## config.mk

```make
export PLATFORM = sky130hd
export DESIGN_NAME = xspi_bank_ctrl
export DESIGN_NICKNAME = d
export VERILOG_FILES = /design/src/rtl/xspi_bank_ctrl_pkg.sv /design/src/rtl/xspi_bank_ctrl_shifter.sv /design/src/rtl/xspi_bank_ctrl.sv
export SDC_FILE = /design/constraint.sdc
export NUM_CORES = 1
export LEC_CHECK = 0
export CAP_MARGIN = 20
export CORE_AREA = 5 5 75 112
export CTS_BUF_LIST = sky130_fd_sc_hd__clkbuf_8
export DETAILED_ROUTE_END_ITERATION = 8
export DIE_AREA = 0 0 80 117
export GPL_ROUTABILITY_DRIVEN = 0
export GPL_TIMING_DRIVEN = 0
export SKIP_CTS_REPAIR_TIMING = 1
export SKIP_LAST_GASP = 1
export SYNTH_ARGS = -nofsm -noshare
export SYNTH_HDL_FRONTEND = slang
export SYNTH_HIERARCHICAL = 1
export SYNTH_SLANG_ARGS = --single-unit
```

## constraint.sdc

```tcl
create_clock -name CLK -period 2.5 [get_ports CLK]
set_input_delay 0.25 -clock CLK [delete_from_list [all_inputs] [get_ports CLK]]
set_output_delay 0.25 -clock CLK [all_outputs]
set_load 0.02 [all_outputs]
```

## src/rtl/xspi_bank_ctrl_pkg.sv

```systemverilog
// xspi_bank_ctrl_pkg: ctrl field positions, port addresses and shifter states
package xspi_bank_ctrl_pkg;
  localparam int CTRL_PEN    = 0;
  localparam int CTRL_START  = 1;
  localparam int CTRL_CPHASE = 4;
  localparam int CTRL_ZP     = 5;
  localparam logic [15:0] PORT_STAT = 16'h0000;
  localparam logic [15:0] PORT_RX   = 16'h0001;
  typedef enum logic {IDLE, SHIFT} shift_state_t;
endpackage

```

## src/rtl/xspi_bank_ctrl_shifter.sv

```systemverilog
// xspi_bank_ctrl_shifter: SPI mode-0 MSB-first byte shifter with SCK divider
module xspi_bank_ctrl_shifter
  import xspi_bank_ctrl_pkg::*;
#(
  parameter int CLKDIV = 1
) (
  input  logic       CLK,
  input  logic       nRESET,
  input  logic       start,
  input  logic [7:0] tx,
  input  logic       MISO,
  output logic       SCK,
  output logic       MOSI,
  output logic       BUSY,
  output logic [7:0] rx
);
  shift_state_t state, state_nx;
  logic [3:0] cnt;
  logic [2:0] bitn;
  logic [6:0] sr;
  logic tick, last;
  assign tick = cnt == 4'(CLKDIV - 1);
  assign last = tick && SCK && bitn == 3'd7;
  assign BUSY = state == SHIFT;
  always_comb begin
    state_nx = state;
    state_nx = (state == IDLE && start) ? SHIFT : (state == SHIFT && last) ? IDLE : state;
  end
  always_ff @(posedge CLK or negedge nRESET)
    if (!nRESET) state <= IDLE;
    else state <= state_nx;
  always_ff @(posedge CLK or negedge nRESET) begin
    if (!nRESET) begin
      cnt  <= '0;
      bitn <= '0;
      sr   <= '0;
      SCK  <= 1'b0;
      MOSI <= 1'b0;
      rx   <= '0;
    end else if (state == IDLE) begin
      if (start) begin
        sr   <= tx[6:0];
        MOSI <= tx[7];
        SCK  <= 1'b0;
        cnt  <= '0;
        bitn <= '0;
      end
    end else begin
      cnt <= tick ? '0 : cnt + 4'd1;
      if (tick) begin
        SCK <= !SCK;
        if (!SCK) rx <= {rx[6:0], MISO};
        else if (bitn != 3'd7) begin
          bitn <= bitn + 3'd1;
          MOSI <= sr[6];
          sr   <= {sr[5:0], 1'b0};
        end
      end
    end
  end
endmodule

```

## src/rtl/xspi_bank_ctrl.sv

```systemverilog
// xspi_bank_ctrl: Gigatron expansion ctrl decoder with RAM banking, chip selects
// and a hardware SPI byte shifter alongside the bit-bang path.
module xspi_bank_ctrl
  import xspi_bank_ctrl_pkg::*;
#(
  parameter int BANK_BITS = 2,
  parameter int NSS       = 2,
  parameter int CLKDIV    = 1
) (
  input  logic                  CLK,
  input  logic                  nRESET,
  input  logic [15:0]           GA,
  input  logic                  nGOE,
  input  logic                  nGWE,
  input  logic [7:0]            GBUSIN,
  output logic [7:0]            GBUSOUT,
  output logic [14+BANK_BITS:0] RA,
  input  logic [7:0]            RDIN,
  output logic [7:0]            RDOUT,
  output logic                  nROE,
  output logic                  nRWE,
  output logic                  nACTRL,
  output logic                  SCK,
  output logic                  MOSI,
  input  logic                  MISO,
  output logic [NSS-1:0]        nSS,
  output logic                  BUSY
);
  logic ctrl, ctrl_d, fire, start, nzp, pen, sck_m, mosi_m, sh_sck, sh_mosi, be, hit_stat, hit_rx;
  logic [BANK_BITS-1:0] bank;
  logic [3:0] bank_sel, bank4;
  logic [1:0] ss_sel;
  logic [7:0] rx;
  assign ctrl     = !nGOE && !nGWE && GA[3:2] != 2'b00;
  assign fire     = ctrl && !ctrl_d;
  assign start    = fire && GA[CTRL_START] && !BUSY;
  assign bank_sel = {GA[13], GA[12], GA[7], GA[6]};
  assign ss_sel   = GA[3:2];
  assign bank4    = 4'(bank);
  always_ff @(posedge CLK or negedge nRESET) begin
    if (!nRESET) begin
      ctrl_d <= 1'b0;
      bank   <= '0;
      nzp    <= 1'b1;
      pen    <= 1'b0;
      nSS    <= '1;
      sck_m  <= 1'b0;
      mosi_m <= 1'b0;
    end else begin
      ctrl_d <= ctrl;
      if (fire && !GA[CTRL_START]) begin
        bank <= bank_sel[BANK_BITS-1:0];
        nzp  <= GA[CTRL_ZP];
        pen  <= GA[CTRL_PEN];
        if (!BUSY) begin
          nSS    <= ss_sel[NSS-1:0];
          sck_m  <= GA[CTRL_PEN] ~^ GA[CTRL_CPHASE];
          mosi_m <= GA[15];
        end
      end else if (start) begin
        // leave the bit-bang path where the shifter will finish: SCK low, MOSI = tx[0]
        sck_m  <= 1'b0;
        mosi_m <= GA[8];
      end
    end
  end
  xspi_bank_ctrl_shifter #(.CLKDIV(CLKDIV)) u_shifter (
    .CLK(CLK), .nRESET(nRESET), .start(start), .tx(GA[15:8]), .MISO(MISO),
    .SCK(sh_sck), .MOSI(sh_mosi), .BUSY(BUSY), .rx(rx)
  );
  assign SCK      = BUSY ? sh_sck : sck_m;
  assign MOSI     = BUSY ? sh_mosi : mosi_m;
  assign be       = GA[15] ^ (GA[14:7] == 8'h01 && !nzp);
  assign RA       = {be ? bank : '0, GA[14:0]};
  assign hit_stat = pen && !nGOE && GA == PORT_STAT;
  assign hit_rx   = pen && !nGOE && GA == PORT_RX;
  assign GBUSOUT  = hit_stat ? {bank4[1:0], BUSY, 4'b0000, MISO} : hit_rx ? rx : RDIN;
  assign RDOUT    = GBUSIN;
  assign nROE     = nGOE | hit_stat | hit_rx;
  assign nRWE     = nGWE | !nGOE;
  assign nACTRL   = nGOE | nGWE | (GA[3:2] != 2'b00);
endmodule

```

==> results.toml <==
[outcome]
status = "completed"

[route]
wl_mm = 5.03
drt_first_iter_violations = 54
detail-route-antenna-nets = 0
vias = 1659
drc_errors = 0
first_pass_iters = 4
vias_per_cell = 4.50
post_drt_wl_per_cell_um = 13.6

[sta]
fin_tns_setup_ns = 0
setup_slack_ns = 0.120
finalHoldViolCount = 0
rsz0062_at_grt = "no"
slew_headroom_pct = 48.8
fmaxAchievable_mhz = 420
maxSlewViolCount = 0
tightestPinTransition_ns = 0.767
setup_viol = 0
fin_worst_skew_ns = 0.00684
period_share_pct = 95.2
min_period_ns = 2.38

[clock_network]
clk_pin_slew_ns = 0.07
clock-sinks = 34
cts_buffers = 5
worstSkewPairLatency_ns = 0.28
h-tree-depth = 2
clockRootBuffer = "clkbuf_8"
clockBufferDepth = 2
cts_tree = "built"

[power_and_ir_drop]
powerDensity_nw_per_um2 = 843
cellLeakagePower_nw = 1.42
peakVddDrop_mv = 0.308
p_int_mw = 1.79
switching_share_pct = 32.4
clockPowerShare_pct = 23.8
p_comb_share_pct = 39.9
seqPwrFrac_pct = 36.3
power_switching_mw = 0.861

[synthesis]
synth_area_leaders = "dfrtp_1 36%, mux2_2 17%, buf_4 8.1%"
synth_most_common_cell = "mux2_2"
async_flop_share_pct = 100
ys_seq_area_share_pct = 40.2
synth_enable_flop_cells = 0
ys_types = 43
yosysTopAreaCell = "dfrtp_1"
ys_warn_count = 6
yosysTopAreaCellShare_pct = 36.5
syn_area_um2 = 2130
syn_inst = 188
synth-seq-cells = 34
ys.flop_type = "dfrtp_1"
ys_top_cells_by_count = "33 x mux2_2, 31 x dfrtp_1, 23 x buf_4"
avgSynthCellArea_um2 = 11.3
syn_nets = 229

[global_routing]
grt_pass1_wl_mm = 8.13
grt_remaining_overflow = 0
grt_usage_pct = 11.1
antenna_found_initial = 0
grt_pass1_vias = 1715
grt_max_degree = 35

[placement]
io_buffer_count = 68
postPlaceCellArea_um2 = 2930
hpwl_mm = 3.85
post-place-ws_ns = -0.348

[floorplan]
num_rows = 39
die_x_um = 80
start_util_pct = 28.7
dieHeight_um = 117
coreArea_um2 = 7420
io_pins = 78
die_area_um2 = 9360

[setup_path]
cp-endpoint = "u_shifter/sr[4]"
rr_worst_depth = 6
path_class = "input port to flop"
cp.arrival_ns = 2.55
r2r_slack_ns = 0.33
cp_max_fo = 7
startpoint_type = "input port"
crit_path_start = "nGOE"
r2r-start = "u_shifter/BUSY"
worstPathRequired_ns = 2.67
worstSetupEndpointType = "flop"
r2r-end = "u_shifter/sr[4]"

[min_path]
hold_class = "input port to asynchronous set/reset pin"

[finish]
drive_gt1_share_pct = 33.0
nNetsFinal = 307
final_area_um2 = 3150
syn_to_final_growth_pct = 48.1
n_antenna_cell = 0

[job]
cap_violations = 0
area by class of cell:
class,instances,area (um^2)
fillers,740,4270
multi-input cells,122,1090
flip-flops and latches,34,855
repair buffers,71,728
plain buffers,28,193
well taps,102,128
clock buffers,6,82.6
clock inverters,2,60.1
inverters,4,15.0
through the flow:
step	std cells	util [%]	power [mW]	hold WS, ns
2_1_floorplan	188	-	1.68	-0.0456
6_report	369	42.5	2.66	0.0390
4_1_cts	366	41.4	2.69	0.0683
3_5_place_dp	358	39.5	2.05	0.377
3_3_place_gp	358	39.6	2.02	0.461
5_1_grt	369	42.5	2.84	0.115
cells in the final DEF (no fill, tap or decap), types with 3 or more instances in the layout:
cell type	count
mux2_1	6
nor3_2	3
o31ai_1	5
o21ai_0	8
clkbuf_1	4
clkbuf_8	6
inv_1	4
dlymetal6s2s_1	12
clkdlybuf4s50_1	55
nor2_1	3
nor2b_1	4
mux2_2	33
dfstp_2	3
buf_4	26
nand2_1	15
dfrtp_1	31
ha_1	4
nand2b_1	6
flip-flops by register name (all words and copies together) (netlist names):
register	cells
u_shifter/SCK	1
mosi_m	1
nSS	2
u_shifter/rx	8
sck_m	1
u_shifter/BUSY	1
u_shifter/sr	7
u_shifter/bitn	3
pen	1
bank	2
nzp	1
u_shifter/cnt	4
u_shifter/MOSI	1
ctrl_d	1
worst max-delay path, cell delays in order:
cell	delay (ns)
clkdlybuf4s50_1	0.60
nor2_1	0.11
o21ai_2	0.14
nor3_2	0.10
and2_2	0.27
nand2b_1	0.08
clkbuf_1	0.32
mux2_2	0.38
mux2_1	0.29
how the worst min path moves through the flow:
| stage | cells after the start | slack [ns] | startpoint | end |
|---|---|---|---|---|
| 6_report | 1 | 0.04 | nRESET | u_shifter/bitn[2] |
| 3_5_place_dp | 1 | 0.38 | nRESET | u_shifter/bitn[1] |
| 4_1_cts | 1 | 0.07 | nRESET | u_shifter/bitn[2] |
| 3_3_place_gp | 1 | 0.46 | u_shifter/sr[4] | u_shifter/sr[5] |
| 5_1_grt | 1 | 0.12 | nRESET | u_shifter/bitn[1] |
| 2_1_floorplan | 0 | -0.05 | nRESET | bank[0] |
power by group through the flow:
stage	Sequential, mW	Clock (mW)	Combinational, mW
detailed placement	0.977	0	1.07
CTS	0.967	0.646	1.08
global route	0.998	0.667	1.18
global placement	0.971	0	1.05
floorplan	0.952	0	0.723
finish	0.964	0.631	1.06
cell families (layout without fill, tap and decap cells):
logic type / count (synthesis) / count (layout) / synth area share (%)
buf+inv: 32 / 111 / 9.76
simple gates: 51 / 51 / 17.7
flops: 34 / 34 / 40.2
compound gates: 24 / 24 / 7.59
mux: 41 / 41 / 21.6
fa+ha+maj: 4 / 4 / 2.35
xor+xnor: 2 / 2 / 0.824
metal layers:
layer / up-vias / GRT usage (%) / share of wire [%]
met3: 4 / 3.14 / 6.7
met4: 0 / 4.62 / 1.3
met1: 796 / 13.3 / 41
met5: - / 0 / 0
li1: 806 / - / -
met2: 53 / 18.4 / 51
No activity file was read; power rests on OpenSTA's default activity.
